--- src/rtl/id_tok_pkg.sv ---
// Shared defaults, token entry layout and saturating increment for id_token_stat.
package id_tok_pkg;

  localparam int DEF_LEN_W = 4;
  localparam int DEF_CNT_W = 16;
  localparam int DEF_DEPTH = 4;

  typedef struct packed {
    logic [DEF_CNT_W-1:0] idx;
    logic [DEF_LEN_W-1:0] len;
  } tok_entry_t;

  function automatic logic [31:0] sat_inc(input logic [31:0] v, input logic [31:0] max_v);
    return (v >= max_v) ? max_v : v + 32'd1;
  endfunction

endpackage

--- src/rtl/tok_fifo.sv ---
// Synchronous FIFO with a registered head word (no fall-through) and
// wrap-bit pointers; a full FIFO accepts a push when the same edge pops.
module tok_fifo #(
  parameter int W     = 20,
  parameter int DEPTH = 4
) (
  input  logic                       clk,
  input  logic                       rst_n,
  input  logic                       i_clr,
  input  logic                       i_push,
  input  logic [W-1:0]               i_din,
  input  logic                       i_pop,
  output logic [W-1:0]               o_dout,
  output logic [$clog2(DEPTH):0]     o_level,
  output logic                       o_full,
  output logic                       o_empty
);

  localparam int AW = $clog2(DEPTH);

  logic [W-1:0]  r_mem [DEPTH];
  logic [AW:0]   r_wp, r_rp;
  logic [W-1:0]  r_head;
  logic [AW:0]   w_level, w_level_nxt, w_rp_nxt;
  logic          w_wr, w_rd;

  assign w_level     = r_wp - r_rp;
  assign o_full      = (w_level == (AW+1)'(DEPTH));
  assign o_empty     = (w_level == '0);
  assign w_rd        = i_pop & ~o_empty;
  assign w_wr        = i_push & (~o_full | w_rd);
  assign w_rp_nxt    = r_rp + {{AW{1'b0}}, w_rd};
  assign w_level_nxt = w_level + {{AW{1'b0}}, w_wr} - {{AW{1'b0}}, w_rd};

  always_ff @(posedge clk) begin
    if (!i_clr && w_wr) r_mem[r_wp[AW-1:0]] <= i_din;
  end

  always_ff @(posedge clk or negedge rst_n) begin
    if (!rst_n) begin
      r_wp   <= '0;
      r_rp   <= '0;
      r_head <= '0;
    end else if (i_clr) begin
      r_wp   <= '0;
      r_rp   <= '0;
      r_head <= '0;
    end else begin
      if (w_wr) r_wp <= r_wp + 1'b1;
      r_rp <= w_rp_nxt;
      // Head tracks the oldest entry; a push that becomes the only entry bypasses memory.
      if (w_level_nxt == '0)
        r_head <= '0;
      else if (w_wr && (o_empty || (w_rd && w_level == (AW+1)'(1))))
        r_head <= i_din;
      else if (w_rd)
        r_head <= r_mem[w_rp_nxt[AW-1:0]];
    end
  end

  assign o_dout  = r_head;
  assign o_level = w_level;

endmodule

--- src/rtl/id_token_stat.sv ---
// Measures runs of the identifier-match flag and queues {idx,len} per token.
// Optional synchronous flush input enabled by macro ID_TOK_FLUSH_EN.
module id_token_stat
  import id_tok_pkg::*;
#(
  parameter int LEN_W = DEF_LEN_W,
  parameter int CNT_W = DEF_CNT_W,
  parameter int DEPTH = DEF_DEPTH
) (
  input  logic                       clk,
  input  logic                       rst_n,
  input  logic                       match,
`ifdef ID_TOK_FLUSH_EN
  input  logic                       flush,
`endif
  input  logic                       tok_ready,
  output logic                       tok_valid,
  output logic [CNT_W-1:0]           tok_idx,
  output logic [LEN_W-1:0]           tok_len,
  output logic [CNT_W-1:0]           tok_count,
  output logic [$clog2(DEPTH):0]     fifo_level,
  output logic                       overflow
);

  localparam logic [31:0] RUN_MAX = 32'((1 << LEN_W) - 1);

  typedef struct packed {
    logic [CNT_W-1:0] idx;
    logic [LEN_W-1:0] len;
  } entry_t;

  logic              r_match_q;
  logic [LEN_W-1:0]  r_run;
  logic [CNT_W-1:0]  r_count;
  logic              r_ovf;
  logic              w_flush, w_done, w_full, w_empty;
  logic [LEN_W-1:0]  w_run_inc;
  entry_t            w_push_ent, w_head;

`ifdef ID_TOK_FLUSH_EN
  assign w_flush = flush;
`else
  assign w_flush = 1'b0;
`endif

  // Completion is the falling edge of the registered flag; a flush swallows it.
  assign w_done     = r_match_q & ~match & ~w_flush;
  assign w_run_inc  = LEN_W'(sat_inc(32'(r_run), RUN_MAX));
  assign w_push_ent = '{idx: r_count, len: r_run};

  always_ff @(posedge clk or negedge rst_n) begin
    if (!rst_n) begin
      r_match_q <= 1'b0;
      r_run     <= '0;
      r_count   <= '0;
      r_ovf     <= 1'b0;
    end else begin
      if (w_flush) begin
        r_match_q <= 1'b0;
        r_run     <= '0;
      end else begin
        r_match_q <= match;
        r_run     <= match ? w_run_inc : '0;
      end
      if (w_done) r_count <= r_count + 1'b1;
      if (w_done && w_full && !tok_ready) r_ovf <= 1'b1;
    end
  end

  tok_fifo #(
    .W     (CNT_W + LEN_W),
    .DEPTH (DEPTH)
  ) u_fifo (
    .clk     (clk),
    .rst_n   (rst_n),
    .i_clr   (w_flush),
    .i_push  (w_done),
    .i_din   (w_push_ent),
    .i_pop   (tok_ready),
    .o_dout  (w_head),
    .o_level (fifo_level),
    .o_full  (w_full),
    .o_empty (w_empty)
  );

  assign tok_valid = ~w_empty;
  assign tok_idx   = w_head.idx;
  assign tok_len   = w_head.len;
  assign tok_count = r_count;
  assign overflow  = r_ovf;

endmodule

--- config.mk ---
export PLATFORM = sky130hd
export DESIGN_NAME = id_token_stat
export DESIGN_NICKNAME = d
export VERILOG_FILES = /design/src/rtl/id_tok_pkg.sv /design/src/rtl/tok_fifo.sv /design/src/rtl/id_token_stat.sv
export SDC_FILE = /design/constraint.sdc
export NUM_CORES = 1
export LEC_CHECK = 0
export ABC_CLOCK_PERIOD_IN_PS = 3790
export BUFFER_PORTS_ARGS = -buffer_cell sky130_fd_sc_hd__buf_4
export CORE_MARGIN = 3
export CORE_UTILIZATION = 30
export CTS_BUF_LIST = sky130_fd_sc_hd__clkbuf_8
export CTS_CLUSTER_DIAMETER = 100
export DETAILED_ROUTE_END_ITERATION = 16
export GPL_ROUTABILITY_DRIVEN = 0
export PLACE_DENSITY = 0.5
export SETUP_SLACK_MARGIN = 0.15
export SKIP_LAST_GASP = 1
export SLEW_MARGIN = 25
export SYNTH_ARGS = -nofsm -noshare
export SYNTH_HDL_FRONTEND = slang
export SYNTH_SLANG_ARGS = --single-unit
--- constraint.sdc ---
create_clock -name clk -period 3.79 [get_ports clk]
set_input_delay 0.758 -clock clk [delete_from_list [all_inputs] [get_ports clk]]
set_output_delay 0.758 -clock clk [all_outputs]
set_load 0.005 [all_outputs]
==> impl_metrics.yaml, run 1 <==
placed_design:
  dpl_cell_area_um2: 6060
  hpwl_mm: 7.31
  portBuffers: 44
  dpl.cell_count: 601
global_routing:
  grt_start_max_net_pins: 49
  grt_pass1_wl_mm: 19.3
  first_global_vias: 3326
  grtUsageTotal_pct: 13.0
  gr-total-overflow: 0
  antenna_found_initial: 0
worst_setup_path:
  reg2reg_setup_slack_ns: 0.41
  cp.arrival_ns: 3.71
  r2r_start: "u_fifo.r_wp[0]"
  worstSetupEndpointType: "flip-flop"
  crit_type: "flip-flop to flip-flop"
  cp_max_fo: 20
  reg2reg_depth: 15
  crit_start: "u_fifo.r_wp[0]"
  crit_path_start_kind: "flip-flop"
  regToRegEndpoint: "u_fifo.o_dout[18]"
  required_ns: 4.12
yosys:
  synthCells: 336
  synthDominantCellAreaShare_pct: 44.5
  synth-compound-area-share_pct: 7.23
  synth-simple-area-share_pct: 8.57
  synthTopCellsByArea: "edfxtp_1, dfrtp_1, mux4_2"
  synth_top_family_by_area: "simple AND/OR/NAND/NOR gates"
  synth_nets: 352
  synthXorXnorAreaFrac_pct: 3.68
  synth-main-ff-cell: "edfxtp_1"
  yosysWarnings: 0
  ys_seq_elements: 128
  ys_seq_area_share_pct: 66.7
  synth_mux_area_share_pct: 8.55
  synth_commonest_cells: "edfxtp_1, dfrtp_1, nand2_1"
  syn_area_um2: 5400
  avgSynthCellArea_um2: 16.1
  synth_most_common_cell: "edfxtp_1"
  async_reset_ff_share_pct: 37.5
  synth_edf_count: 80
  ys_types: 37
  synth_top_area_cell: "edfxtp_1"
  synth_fa_ha_area_share_pct: 3.06
sta:
  tns_ns: 0
  period_share_pct: 89.1
  maxSlewHeadroom_pct: 51.9
  fin_worst_skew_ns: 0.0123
  grt_setup_unrepaired: "false"
  finalSetupViolCount: 0
  hold_viol: 0
  worstMarginPinSlew_ns: 0.716
  max_freq_ghz: 0.296
  drv_slew: 0
  period_needed_ns: 3.38
cells_and_area:
  nets: 413
  instances_no_fill: 635
  finish.utilization_pct: 37.1
  fin_area_um2: 6480
  drive_gt1_share_pct: 32.4
  antennaDiodeCount: 0
  area_growth_pct: 20.1
cts:
  clock_latency_ns: 0.42
  h-tree-depth: 4
  clk_pin_slew_ns: 0.07
  cts-buffers-inserted: 17
  cts_tree: "done"
  cts-root-buf: "clkbuf_8"
  cts_hold_buf: 0
  cts.sinks: 128
  clockBufferDepth: 2
floorplanning:
  core.rowCount: 48
  die_x_um: 140
  start_util_pct: 30.9
  io-pin-count: 45
  die_y_um: 140
  dieArea_um2: 19700
  coreArea_um2: 17500
route:
  drt_first_pass_iters: 4
  wirelength_mm: 12.0
  ant_nets: 0
  vias: 3046
  avgRoutedWirePerCell_um: 19.0
  drt-initial-drc-count: 156
  drcViolationCount: 0
  post_drt_via_cell_ratio: 4.80
power:
  ir_drop_v: 0.000786
  power_density_nw_per_um2: 1010
  leakagePower_nw: 2.47
worst_hold_path:
  hp-class: "primary input to async pin"
job:
  max_cap_violations: 0
outcome:
  run_status: "completed"
## sequential cells by signal, summed over array words and instances, names as in the netlist
signal	cells
u_fifo.r_mem	80
u_fifo.o_dout	20
tok_count	16
u_fifo.r_rp	3
overflow	1
r_run	4
u_fifo.r_wp	3
r_match_q	1
## worst max-delay path: stages, from the launching register on
cell and delay, ns:
dfrtp_1 0.39, inv_1 0.11, ha_1 0.21, fa_1 0.37, xnor3_2 0.29, inv_2 0.07
o21a_4 0.19, nand2_1 0.09, o21ai_0 0.10, ha_1 0.20, fa_1 0.38, xor2_1 0.18
xnor2_1 0.21, nor3_2 0.08, buf_12 0.18, a311oi_2 0.24
## worst max-delay path by stage
stage               cells past startpoint           endpoint  slack (ns)
floorplan                              15  u_fifo.o_dout[18]        0.31
global placement                       12  u_fifo.o_dout[10]        0.52
detailed placement                     15  u_fifo.o_dout[18]        0.34
CTS                                    15  u_fifo.o_dout[18]        0.32
global route                           15   u_fifo.o_dout[7]        0.22
finish                                 15  u_fifo.o_dout[18]        0.41
## report_power, final
part | switching, mW | internal, mW | total, mW | leakage, nW
clock | 0.497 | 0.687 | 1.18 | 0.226
sequential | 0.226 | 1.86 | 2.08 | 1.34
combinational | 1.64 | 1.67 | 3.30 | 0.906
## placed cells by master (no fill, tap or decap), types with 8 or more instances in the layout
master / count
a311oi_2: 20
nand2_1: 46
clkbuf_8: 20
inv_1: 13
nor3_1: 23
nand3_1: 9
mux4_2: 20
ha_1: 10
edfxtp_1: 80
dfrtp_1: 48
xnor2_1: 12
xor2_1: 8
buf_4: 56
## layout make-up
class,count,area (um^2)
clock buffers,20,275
clock inverters,12,130
fillers,1656,11000
inverters,8,30.0
multi-input cells,183,1680
flip-flops and latches,128,3600
well taps,225,282
repair buffers,59,480
## metal layers
metal / share of wire, % / GRT usage (%) / vias up
met2: 49 / 20.4 / 56
met4: 1.1 / 3.88 / 0
met5: 0 / 0 / -
li1: - / - / 1406
met3: 4.7 / 3.14 / 8
met1: 46 / 17.9 / 1576
## logic make-up after synthesis
logic type | count (synthesis)
DFF | 128
and+or+nand+nor | 97
AOI/OAI and AO/OA | 32
buffers and inverters | 25
xor gates and xnor gates | 21
muxes | 21
adders and majority gates | 12
## stage by stage
stage	hold slack [ns]	worst slack (ns)	power [mW]
finish	0.376	0.414	6.57
global route	0.404	0.222	7.02
CTS	0.374	0.325	6.64
detailed placement	0.458	0.344	5.43
global placement	0.454	0.517	5.36
floorplan	0.443	0.309	4.31
## timing repair
action	in CTS	in global routing
endpoints found under the setup margin	0	3
endpoints found under the hold margin	0	0
setup buffers	0	2
gates resized for setup	0	0
No activity file was read; power rests on OpenSTA's default activity.
==> run 2, diff against run 1 <==
- ABC_CLOCK_PERIOD_IN_PS: 3790 -> 2820
- PLACE_DENSITY: 0.5 -> 0.51
- clock period: 3.79 -> 2.82 ns (I/O delays scaled with it)
==> run 2 against run 1 <==
  * Worst setup slack lost 0.74 ns
  * Sequential share of layout area shrank 2.0 points
  * Non-clock buffer count increased by 19
  * Critical path type unchanged
  * Highest routed layer unchanged
  * Maximum frequency rose by 7.2%
  * Sequential power up 34%
  * First-iteration DRC count grew 38%
  * The run now ends with setup timing left
  * Critical endpoint unchanged
  * Utilization is 1.4 points higher
==> impl_metrics.yaml, run 2 (synthesis results as in run 1) <==
outcome:
  run_status: "finished, violations left"
  violations: "setup timing"
sta:
  tns_ns: -5.54
  period_share_pct: 112
  fin_worst_skew_ns: 0.0114
  worstMarginPinSlew_ns: 0.722
  hold_viol: 0
  drv_slew: 0
  max_freq_ghz: 0.318
  maxSlewHeadroom_pct: 51.5
  grt_setup_unrepaired: "true"
  fin_ws_ns: -0.329
  finalSetupViolCount: 20
  period_needed_ns: 3.15
worst_setup_path:
  required_ns: 3.16
  crit_start: "u_fifo.r_rp[0]"
  crit_path_start_kind: "flip-flop"
  reg2reg_setup_slack_ns: -0.33
  cp_max_fo: 5
  cp.arrival_ns: 3.49
  reg2reg_depth: 15
  worstSetupEndpointType: "flip-flop"
  crit_type: "flip-flop to flip-flop"
  r2r_start: "u_fifo.r_rp[0]"
  regToRegEndpoint: "u_fifo.o_dout[18]"
cts:
  cts.sinks: 128
  h-tree-depth: 4
  cts-root-buf: "clkbuf_8"
  clk_pin_slew_ns: 0.07
  clockBufferDepth: 2
  clock_latency_ns: 0.44
  cts_tree: "done"
  cts_hold_buf: 0
  cts-buffers-inserted: 17
floorplanning:
  core.rowCount: 48
  coreArea_um2: 17500
  die_y_um: 140
  io-pin-count: 45
  dieArea_um2: 19700
  start_util_pct: 30.9
  die_x_um: 140
cells_and_area:
  final_common_cell: "edfxtp_1"
  area_growth_pct: 24.6
  fin_area_um2: 6730
  most-common-layout-cells: "edfxtp_1, buf_4, dfrtp_1"
  drive_gt1_share_pct: 38.2
  nets: 432
  largest_reg_flops: 80
  nFillCells: 1608
  antennaDiodeCount: 0
route:
  avgRoutedWirePerCell_um: 19.5
  drt_first_pass_iters: 4
  post_drt_via_cell_ratio: 4.84
  wirelength_mm: 12.8
  drcViolationCount: 0
  ant_nets: 0
  vias: 3163
  drt-initial-drc-count: 216
placed_design:
  dpl_cell_area_um2: 6210
  portBuffers: 44
  hpwl_mm: 7.53
power:
  ir_drop_v: 0.000821
  power_density_nw_per_um2: 1470
  leakagePower_nw: 2.56
global_routing:
  first_global_vias: 3288
  gr-total-overflow: 0
  grtUsageTotal_pct: 13.2
  grt_pass1_wl_mm: 19.6
  antenna_found_initial: 0
  grt_start_max_net_pins: 49
worst_hold_path:
  hp-class: "primary input to async pin"
job:
  max_cap_violations: 0
run 2: worst max-delay path, cell delays in order (launching register included):
cell	delay (ns)
dfrtp_1	0.41
ha_4	0.17
fa_2	0.37
xnor3_2	0.27
inv_2	0.05
o21a_4	0.20
nand2_4	0.06
o21ai_2	0.05
ha_2	0.17
fa_2	0.33
xor2_1	0.17
xnor2_1	0.20
nor3_2	0.08
buf_6	0.14
clkbuf_16	0.16
a311oi_2	0.23
run 2: worst max-delay path by stage:
stage	endpoint	slack [ns]
after detailed placement	u_fifo.o_dout[4]	-0.27
after global placement	u_fifo.o_dout[18]	-0.24
final	u_fifo.o_dout[18]	-0.33
after global routing	u_fifo.o_dout[18]	-0.42
after CTS	u_fifo.o_dout[18]	-0.31
after floorplan	u_fifo.o_dout[18]	-0.41
run 2: power breakdown:
group / internal [mW] / switching [mW]
Combinational: 2.97 / 2.54
Clock: 0.868 / 0.724
Sequential: 2.50 / 0.295
run 2: layout make-up:
type	count	area, um^2	area share (%)
Tap cell	225	282	4.18
Sequential cell	128	3600	53.6
Timing Repair Buffer	78	683	10.2
Multi-Input combinational cell	183	1730	25.7
Clock inverter	15	166	2.47
Inverter	8	30.0	0.446
Clock buffer	17	234	3.48
run 2: timing repair:
item | in CTS | in global routing
buffers inserted | 0 | 2
cloned | 0 | 4
endpoints found under the setup margin | 20 | 20
gates resized for setup | 0 | 7
pin swaps | 0 | 5
run 2: stage by stage:
stage / util, % / power (mW) / worst slack [ns] / hold WS [ns] / std cells
2_1_floorplan: - / 5.95 / -0.411 / 0.268 / 336
3_3_place_gp: 35.5 / 7.58 / -0.244 / 0.441 / 616
3_5_place_dp: 35.5 / 7.66 / -0.272 / 0.457 / 616
4_1_cts: 37.8 / 9.27 / -0.307 / 0.170 / 648
5_1_grt: 38.5 / 10.6 / -0.420 / 0.188 / 654
6_report: 38.5 / 9.89 / -0.329 / 0.163 / 654
run 2: layer usage:
metal / global-route usage (%) / vias up / part of all wire [%]
li1: - / 1445 / -
met1: 18.3 / 1625 / 46
met2: 20.1 / 76 / 47
met3: 3.45 / 17 / 4.9
met4: 4.95 / 0 / 1.7
met5: 0 / - / 0
==> run 3, diff against run 2 <==
- ABC_CLOCK_PERIOD_IN_PS: 2820 -> 2700
- clock period: 2.82 -> 2.7 ns (I/O delays scaled with it)
==> run 3 against run 2 <==
  * The flow still finishes with violations (setup timing)
  * Clock power is 16% higher
  * Combinational power is 8.2% higher
  * Cell area is 1.3% higher
  * First-iteration DRC count is 16% lower
  * Flip-flop and latch count stayed put
  * Worst hold slack worse by 0.031 ns
  * Sequential share of layout area is 0.70 points lower
  * Critical endpoint is now u_fifo.o_dout[16]
  * Largest power group unchanged
  * Highest routed layer unchanged
==> impl_metrics.yaml, run 3 (synthesis results as in run 1) <==
worst_setup_path:
  reg2reg_setup_slack_ns: -0.42
  worstSetupEndpointType: "flip-flop"
  cp_max_fo: 5
  r2r_start: "u_fifo.r_rp[0]"
  reg2reg_depth: 14
  crit_path_cell_trace: "ha_4 -> fa_2 -> nand2_2 -> o21a_4 -> nand2_4 -> o21ai_2 -> ha_2 -> fa_2 -> xor2_2 -> xnor2_2 -> nor3_4 -> buf_6 -> buf_8 -> a311oi_2"
  cp_top_family: "adder cells"
  crit_type: "flip-flop to flip-flop"
  regToRegEndpoint: "u_fifo.o_dout[16]"
  required_ns: 2.99
  cp.arrival_ns: 3.41
  crit_path_start_kind: "flip-flop"
  crit_buf_inv: 2
  max_stage_delay_ns: 0.55
  crit_slowest_cell: "fa_2"
  cp_common_cell: "fa_2"
sta:
  fin_worst_skew_ns: 0.0124
  maxSlewHeadroom_pct: 50.6
  period_needed_ns: 3.12
  grt_setup_unrepaired: "true"
  max_freq_ghz: 0.320
  hold_viol: 0
  worstMarginPinSlew_ns: 0.736
  drv_slew: 0
  period_share_pct: 116
  fin_ws_ns: -0.422
  finalSetupViolCount: 20
global_routing:
  grtUsageTotal_pct: 12.9
  grt_start_max_net_pins: 49
  antenna_found_initial: 0
  gr-total-overflow: 0
  grt_pass1_wl_mm: 19.0
  first_global_vias: 3139
cts:
  h-tree-depth: 4
  cts-buffers-inserted: 17
  clock_latency_ns: 0.44
  clk_pin_slew_ns: 0.08
  cts_hold_buf: 0
  cts-root-buf: "clkbuf_8"
  cts.sinks: 128
  cts_tree: "done"
  clockBufferDepth: 2
floorplanning:
  die_x_um: 140
  start_util_pct: 30.9
  coreArea_um2: 17500
  core.rowCount: 48
  dieArea_um2: 19700
  die_y_um: 140
  io-pin-count: 45
route:
  drcViolationCount: 0
  drt-initial-drc-count: 181
  drt_first_pass_iters: 4
  ant_nets: 0
  avgRoutedWirePerCell_um: 19.1
  vias: 3096
  wirelength_mm: 12.6
  post_drt_via_cell_ratio: 4.69
job:
  max_cap_violations: 0
placed_design:
  hpwl_mm: 7.56
  pre_cts_ws_ns: -0.419
  dpl.cell_count: 618
  portBuffers: 44
cells_and_area:
  instances_no_fill: 660
  area_growth_pct: 26.2
  drive_gt1_share_pct: 40.0
  antennaDiodeCount: 0
  most-common-layout-cells: "edfxtp_1, buf_4, dfrtp_1"
  largest_reg_flops: 80
  nets: 438
  finish.utilization_pct: 39.0
  final_common_cell: "edfxtp_1"
power:
  power_density_nw_per_um2: 1570
  leakagePower_nw: 2.61
  ir_drop_v: 0.00113
outcome:
  run_status: "finished, violations left"
  violations: "setup timing"
worst_hold_path:
  hp-class: "primary input to async pin"
[run 3: how the worst max path moves through the flow]
stage	startpoint	endpoint	slack (ns)	cells past startpoint
after floorplan	u_fifo.r_wp[0]	u_fifo.o_dout[18]	-0.53	15
after global placement	u_fifo.r_rp[0]	u_fifo.o_dout[18]	-0.36	14
after detailed placement	u_fifo.r_rp[0]	u_fifo.o_dout[1]	-0.42	14
after CTS	u_fifo.r_rp[0]	u_fifo.o_dout[2]	-0.42	14
after global routing	u_fifo.r_wp[0]	u_fifo.o_dout[15]	-0.54	16
final	u_fifo.r_rp[0]	u_fifo.o_dout[16]	-0.42	14
[run 3: where the power goes]
group          internal [mW]  switching (mW)  total [mW]
sequential              2.61           0.305        2.91
combinational           3.23            2.73        5.96
clock                   1.05           0.800        1.85
[run 3: layer usage]
layer  vias to the layer above  global-route usage (%)  wire length (um)
met3                         6                    3.18               431
met4                         0                    3.82               106
met2                        45                    20.9              6200
met5                         -                       0                 0
met1                      1591                    17.2              5870
li1                       1454                       -                 -
[run 3: what timing repair did]
| action | 4_1_cts | 5_1_grt |
|---|---|---|
| pin swaps | 0 | 18 |
| gates resized for setup | 2 | 13 |
| gates cloned | 0 | 3 |
| setup endpoints to repair | 22 | 22 |
| setup buffers | 2 | 5 |
| hold endpoints to repair | 0 | 0 |
[run 3: final cells by class]
class,count,area (um^2)
Sequential cell,128,3600
Fill cell,1648,10700
Clock inverter,14,205
Clock buffer,18,248
Multi-Input combinational cell,183,1740
Tap cell,225,282
Inverter,8,30.0
Timing Repair Buffer,84,711
[run 3: stage by stage]
step	instance area, um^2	TNS (ns)	hold slack, ns	power, mW
floorplan	5440	-10.51	0.244	6.21
global placement	6220	-7.02	0.454	7.98
detailed placement	6220	-8.16	0.449	8.07
CTS	6700	-8.18	0.149	10.0
global route	6820	-10.29	0.148	11.4
finish	6820	-7.86	0.131	10.7
